==> src/rtl/hazard_ctrl.sv <==
`default_nettype none
// ============================================================================
// Module      : hazard_ctrl
// Description : Stall/flush controller for a 5-stage RV32I pipeline. Handles
//               load-use hazards, data-memory wait states, taken-branch
//               redirects, a memory-wait timeout watchdog and a saturating
//               stall-cycle counter.
// Revision    : 1.0 - initial release
// ============================================================================
module hazard_ctrl #(
  parameter int REGFILE_ADDR_WIDTH = 5,
  parameter int MEM_TIMEOUT        = 64,
  parameter int CNT_WIDTH          = 32
) (
  input  logic                          clk,
  input  logic                          rst_n,
  input  logic [REGFILE_ADDR_WIDTH-1:0] ID_Rs1_addr,
  input  logic [REGFILE_ADDR_WIDTH-1:0] ID_Rs2_addr,
  input  logic                          ID_Rs1_used,
  input  logic                          ID_Rs2_used,
  input  logic [REGFILE_ADDR_WIDTH-1:0] EX_Rd_addr,
  input  logic                          EX_MemRead,
  input  logic                          EX_Branch_taken,
  input  logic                          MEM_req,
  input  logic                          MEM_ready,
  output logic                          PC_stall,
  output logic                          IF_ID_stall,
  output logic                          IF_ID_flush,
  output logic                          ID_EX_stall,
  output logic                          ID_EX_flush,
  output logic                          EX_MEM_stall,
  output logic                          MEM_WB_flush,
  output logic                          mem_timeout,
  output logic [CNT_WIDTH-1:0]          stall_cycles
);

  typedef enum logic [1:0] {
    RUN      = 2'd0,
    MEM_WAIT = 2'd1,
    TIMEOUT  = 2'd2
  } state_t;

  // Wait counter value on the cycle that completes the timeout window.
  localparam logic [7:0] WAIT_LAST = 8'(MEM_TIMEOUT - 1);

  state_t     state;
  logic [7:0] wait_cnt;
  logic       memwait;
  logic       loaduse;
  logic       rs1_hit;
  logic       rs2_hit;

  assign memwait = MEM_req & ~MEM_ready;
  assign rs1_hit = ID_Rs1_used & (EX_Rd_addr == ID_Rs1_addr);
  assign rs2_hit = ID_Rs2_used & (EX_Rd_addr == ID_Rs2_addr);
  assign loaduse = EX_MemRead & (EX_Rd_addr != '0) & (rs1_hit | rs2_hit);

  // Prioritised stall/flush decode; forced quiet while reset is held.
  always_comb begin
    PC_stall     = 1'b0;
    IF_ID_stall  = 1'b0;
    IF_ID_flush  = 1'b0;
    ID_EX_stall  = 1'b0;
    ID_EX_flush  = 1'b0;
    EX_MEM_stall = 1'b0;
    MEM_WB_flush = 1'b0;
    if (!rst_n) begin
      PC_stall = 1'b0;
    end else if ((state == TIMEOUT) || memwait) begin
      // Freeze everything up to EX/MEM; bubble into MEM/WB.
      PC_stall     = 1'b1;
      IF_ID_stall  = 1'b1;
      ID_EX_stall  = 1'b1;
      EX_MEM_stall = 1'b1;
      MEM_WB_flush = 1'b1;
    end else if (EX_Branch_taken) begin
      // The ID instruction is squashed, so any load-use on it is moot.
      IF_ID_flush = 1'b1;
      ID_EX_flush = 1'b1;
    end else if (loaduse) begin
      // One bubble; the load reaches MEM on the next edge.
      PC_stall    = 1'b1;
      IF_ID_stall = 1'b1;
      ID_EX_flush = 1'b1;
    end
  end

  // Memory-wait FSM with timeout watchdog and sticky timeout flag.
  always_ff @(posedge clk or negedge rst_n) begin
    if (!rst_n) begin
      state       <= RUN;
      wait_cnt    <= 8'd0;
      mem_timeout <= 1'b0;
    end else begin
      case (state)
        RUN: begin
          if (memwait) begin
            if (MEM_TIMEOUT == 1) begin
              state       <= TIMEOUT;
              mem_timeout <= 1'b1;
            end else begin
              state    <= MEM_WAIT;
              wait_cnt <= 8'd1;
            end
          end
        end
        MEM_WAIT: begin
          if (memwait) begin
            if (wait_cnt == WAIT_LAST) begin
              state       <= TIMEOUT;
              mem_timeout <= 1'b1;
            end else begin
              wait_cnt <= wait_cnt + 8'd1;
            end
          end else begin
            state    <= RUN;
            wait_cnt <= 8'd0;
          end
        end
        TIMEOUT: begin
          mem_timeout <= 1'b1;
        end
        default: begin
          state    <= RUN;
          wait_cnt <= 8'd0;
        end
      endcase
    end
  end

  // Saturating count of cycles in which the PC is held.
  always_ff @(posedge clk or negedge rst_n) begin
    if (!rst_n) begin
      stall_cycles <= '0;
    end else if (PC_stall && (stall_cycles != {CNT_WIDTH{1'b1}})) begin
      stall_cycles <= stall_cycles + CNT_WIDTH'(1);
    end
  end

endmodule
`default_nettype wire

==> config.mk <==
export PLATFORM = sky130hd
export DESIGN_NAME = hazard_ctrl
export DESIGN_NICKNAME = d
export VERILOG_FILES = /design/src/rtl/hazard_ctrl.sv
export SDC_FILE = /design/constraint.sdc
export NUM_CORES = 1
export LEC_CHECK = 0
export CAP_MARGIN = 20
export CORE_MARGIN = 1
export CORE_UTILIZATION = 43
export CTS_CLUSTER_SIZE = 40
export DETAILED_ROUTE_END_ITERATION = 10
export PLACE_DENSITY = 0.75
export SLEW_MARGIN = 20
export SYNTH_ARGS = -nofsm -noshare
export SYNTH_HDL_FRONTEND = slang
export SYNTH_SLANG_ARGS = --single-unit
==> constraint.sdc <==
create_clock -name clk -period 2.35 [get_ports clk]
set_clock_uncertainty 0.15 [all_clocks]
set_input_delay 0.235 -clock clk [delete_from_list [all_inputs] [get_ports clk]]
set_output_delay 0.235 -clock clk [all_outputs]
set_load 0.005 [all_outputs]
# --- Word-level counts from Yosys, hierarchy flattened ---
# Index checks and enable logic that the tools add are counted.
classes:
  n_eq_ne: 11
  bitwise_logic: 8
  add_sub_neg: 2
  reduce_logical: 8
  muxes: 23
ops:
  columns: ["op", "n"]
  rows:
  - ["$add A32 B1 Y32 const B", 1]
  - ["$ne A32 B32 Y1 const B", 1]
  - ["$mux W8", 3]
  - ["$pmux W8 S3", 1]
  - ["$mux W1", 14]
  - ["$eq A5 B5 Y1", 2]
  - ["$reduce_and A3 Y1", 3]
  - ["$add A8 B1 Y8 const B", 1]
  - ["$eq A8 B6 Y1 const B", 1]
  - ["$mux W2", 3]
  - ["$ne A2 B2 Y1 const B", 3]
  - ["$ne A3 B3 Y1 const B", 2]
  - ["$pmux W2 S3", 1]
  - ["$and A1 B1 Y1", 5]
  - ["$reduce_bool A5 Y1", 1]
  - ["$eq A2 B1 Y1 const B", 1]
  - ["$eq A2 B2 Y1 const B", 1]
  - ["$logic_not A2 Y1", 1]
  - ["$not A1 Y1", 2]
  - ["$pmux W1 S2", 1]
  - ["$reduce_bool A2 Y1", 1]
  - ["$logic_and A1 B1 Y1", 1]
  - ["$logic_or A1 B1 Y1", 1]
  - ["$or A1 B1 Y1", 1]
totals:
  wordCells: 56
  reg_bits: 43

# --- Logic depth before layout (Yosys ltp) ---
logic_depth:
  depth_word: 9
  ltp_mapped: 8
  mapped_depth_nobuf: 7

# --- Worst setup path before layout ---
# OpenSTA, ideal clock, no wires.
synth_timing:
  path_type: "reg2reg"
  from: "register stall_cycles[0]"
  to: "register stall_cycles[18]"
  setup_slack_ns: 0.001
  required_time_ns: 2.074
  stages_incl_launch_ff: 9
  synth_period_minus_slack_ns: 2.349
  n_path_buf: 1
  arrival_ns: 2.072
  setup_ns: 0.126
  path_cell_list: "dfrtp_1 ha_1 and2_2 nand4_4 or4_1 and3_1 buf_6 and3b_1 xor2_1"
synth_between:
  elab_chain_len: 2
  word_cells_on_any_way: 3
  classes_between: "add/sub: 1; eq/ne: 1; reduce/logical: 1"
synth_lines:
  columns: ["item", "line", "text"]
  rows:
  - ["start, declared", "34", "output logic [CNT_WIDTH-1:0] stall_cycles"]
  - ["start signal, assigned", "136", "stall_cycles <= stall_cycles + CNT_WIDTH'(1);"]
  - ["branches (longest 2 deep; another with $add A32 B1 Y32)", null, null]
# Parallel ways; which one is timed is not known.
# A chain may end at the register's enable or synchronous reset.

# --- Final worst setup path ---
layout_timing:
  from: "input ID_Rs1_addr[0]"
  to: "output IF_ID_stall"
layout_between:
  elab_chain_len: 8
layout_lines:
  columns: ["item", "line", "text"]
  rows:
  - ["start, declared", "17", "input logic [REGFILE_ADDR_WIDTH-1:0] ID_Rs1_addr,"]
  - ["$eq A5 B5 Y1", "54", "assign rs1_hit = ID_Rs1_used & (EX_Rd_addr == ID_Rs1_addr);"]
  - ["$and A1 B1 Y1", "54", null]
  - ["$or A1 B1 Y1", "56", "assign loaduse = EX_MemRead & (EX_Rd_addr != '0) & (rs1_hit | rs2_hit);"]
  - ["$and A1 B1 Y1", "56", null]
  - ["$mux W1", "80", "end else if (loaduse) begin"]
  - ["$mux W1", "76", "end else if (EX_Branch_taken) begin"]
  - ["$mux W1", "69", "end else if ((state == TIMEOUT) || memwait) begin"]
  - ["$mux W1", "67", "if (!rst_n) begin"]
  - ["end, declared", "27", "output logic IF_ID_stall,"]
# Every way passes these cells.

==> impl_metrics.toml <==
[power_and_ir_drop]
power_leakage_nw = 1.62
powerDensity_mw_per_mm2 = 464
ir_drop_v = 0.000295

[synth]
syn_avg_cell_area_um2 = 9.85
synth_top_flop_cell = "dfrtp_1"
synthSimpleGateAreaFrac_pct = 26.4
synth-seq-cells = 43
ys_seq_area_share_pct = 46.7
yosysWarnings = 0
synth_nets = 259
synth_compound_gate_area_share_pct = 5.75
synthCells = 234
yosys.area.top_type = "dfrtp_1"
synth_top_area_share_pct = 46.7
synth-edff-count = 0
synth_top_family_by_area = "simple AND/OR/NAND/NOR gates"
synth_cell_types = 39
synth_xor_area_share_pct = 16.0
synth.mux.area_fraction_pct = 0.868
synthArstFlopShare_pct = 100
synth_fa_ha_area_share_pct = 1.09
synth_area_mm2 = 0.00231
synthTopCellsByArea = "dfrtp_1 47%, xnor2_1 8.0%, xor2_1 8.0%"

[global_route]
grt_max_degree = 44
grt_pass1_vias = 1934
antenna_found_initial = 0
grt_pass1_wl_um = 8690
track_usage_pct = 20.0
overflow = 0

[route]
drt-initial-drc-count = 117
first_pass_iters = 4
routed_wl_um = 5630
via_count = 2068
wire_per_inst_um = 14.2
via_per_inst = 5.21
drc_errors = 0
ant_nets = 0

[min_path]
hold_path_class = "register to register"

[finish]
fill_cells = 429
drive_gt1_share_pct = 19.6
fin_nets = 351
antenna_cells = 0
fin_cells = 397
syn_to_final_growth_pct = 47.9

[placed_design]
dp_hpwl_um = 3930
place_ws_ns = -0.282
dp.cells = 379
io_buffers = 62
gp_congestion = 0.809

[worst_setup_path]
path_max_fanout = 2
cp-end-kind = "primary output"
worst_ep_arrival_time_ns = 1.92
criticalPathCategory = "primary input to primary output"
cp-start-kind = "primary input"
crit_required_ns = 1.97

[outcome]
status = "complete, no violations"

[run]
max_cap_violations = 0

[sta]
clock.fmax_mhz = 434
finalHoldViolCount = 0
fin_crit_sh_pct = 98.0
tns_ns = 0
tightest_slew_ns = 0.539
fin_ws_ns = 0.0461
maxSlewViolCount = 0
setup_viol = 0
period_minus_slack_ns = 2.30
maxSlewHeadroom_pct = 64.0
whs_ns = 0.344

[floorplanning]
dieArea_mm2 = 0.00566
rows = 26
io_pins = 63
die_w_um = 75.2
core_area_mm2 = 0.00514
initial_core_util_pct = 44.9
die_h_um = 75.2

[clock_tree]
path_clk_slew_ns = 0.08
insertion_delay_ns = 0.30
cts_num_sinks = 43
tritoncts = "yes"
cts_buffers = 5
clk_root_buffer_cell = "clkbuf_8"
clock_path_buffers = 2
htree_levels = 2
logic make-up (layout without fill, tap and decap cells):
family          Yosys count  count (layout)
xor+xnor                 42              42
simple gates            110             110
compound gates           22              22
mux                       2               2
flops                    43              43
fa+ha+maj                 2               2
buf+inv                  13             106
routing by layer:
metal,track usage (%),vias to the layer above,routed length [µm]
met3,5.09,2,207
met1,27.2,1004,2600
met2,32.7,48,2800
met4,4.12,0,20
met5,0,-,0
li1,-,1014,-
sequential cells by signal (all words and copies together), names as in the netlist:
signal	flops
mem_timeout	1
wait_cnt	8
stall_cycles	32
state	2
final timing paths:
path                                    endpoint  slack, ns  depth (start not counted)             from
worst max-delay path                 IF_ID_stall       0.05                          8   ID_Rs1_addr[0]
worst min-delay path                 mem_timeout       0.34                          1      mem_timeout
worst max register to register   stall_cycles[6]       0.10                          8  stall_cycles[0]
worst min register to register       mem_timeout       0.34                          1      mem_timeout
max in group asynchronous       stall_cycles[13]       1.16                          3            rst_n
min in group asynchronous       stall_cycles[20]       0.52                          3            rst_n
critical path, cell delays in order:
cell	delay (ns)
clkdlybuf4s50_1	0.47
xnor2_1	0.11
nand2_1	0.14
o22a_1	0.27
o31ai_2	0.20
buf_4	0.15
buf_4	0.11
dlygate4sd2_1	0.23
power by group:
group	internal [mW]	leakage (nW)	switching, mW
registers	0.767	0.584	0.0176
clock network	0.207	0.0402	0.262
logic	0.173	0.996	0.156
cell usage after synthesis, types with 4 or more instances:
| library cell | n |
|---|---|
| dfrtp_1 | 43 |
| nand2_1 | 24 |
| xnor2_1 | 21 |
| xor2_1 | 21 |
| nand3_1 | 15 |
| o21ai_0 | 13 |
| nor3_1 | 12 |
| nor2_1 | 10 |
| nand4_1 | 9 |
| nor4_1 | 8 |
| and3_1 | 7 |
| buf_4 | 5 |
| inv_1 | 5 |
| nand2b_1 | 4 |
stage by stage:
step / utilization (%) / area, µm² / total power [mW]
2_1_floorplan: - / 2310 / 0.916
3_3_place_gp: 60.5 / 3110 / 1.10
3_5_place_dp: 60.5 / 3110 / 1.11
4_1_cts: 63.6 / 3270 / 1.58
5_1_grt: 66.4 / 3410 / 1.66
6_report: 66.4 / 3410 / 1.58
final cells by class:
type	count	area (µm²)	area share, %
clock buffer	5	68.8	2.02
tap	70	87.6	2.57
clock inverter	3	20.0	0.587
sequential	43	1080	31.5
timing repair buffer	93	861	25.2
inverter	5	18.8	0.550
multi-input combinational	178	1280	37.5
what timing repair did:
| action | in CTS | in global routing |
|---|---|---|
| setup endpoints to repair | 3 | 32 |
| buffers inserted | 7 | 1 |
| hold buffers | 1 | 0 |
| pin swaps | 4 | 13 |
| cloned | 0 | 1 |
| endpoints found under the hold margin | 43 | 0 |
| gates resized for setup | 12 | 27 |
placed cells by master (no fill, tap or decap), types with 7 or more instances in the layout:
master / synthesis / routed
clkdlybuf4s50_1: 0 / 48
xnor2_1: 21 / 20
and3_1: 7 / 7
dfrtp_1: 43 / 43
nor2_1: 10 / 10
nand4_1: 9 / 9
o21ai_0: 13 / 11
nand3_1: 15 / 14
nand2_1: 24 / 24
buf_4: 5 / 27
dlygate4sd2_1: 0 / 8
xor2_1: 21 / 21
nor3_1: 12 / 12
No activity file was read; power rests on OpenSTA's default activity.
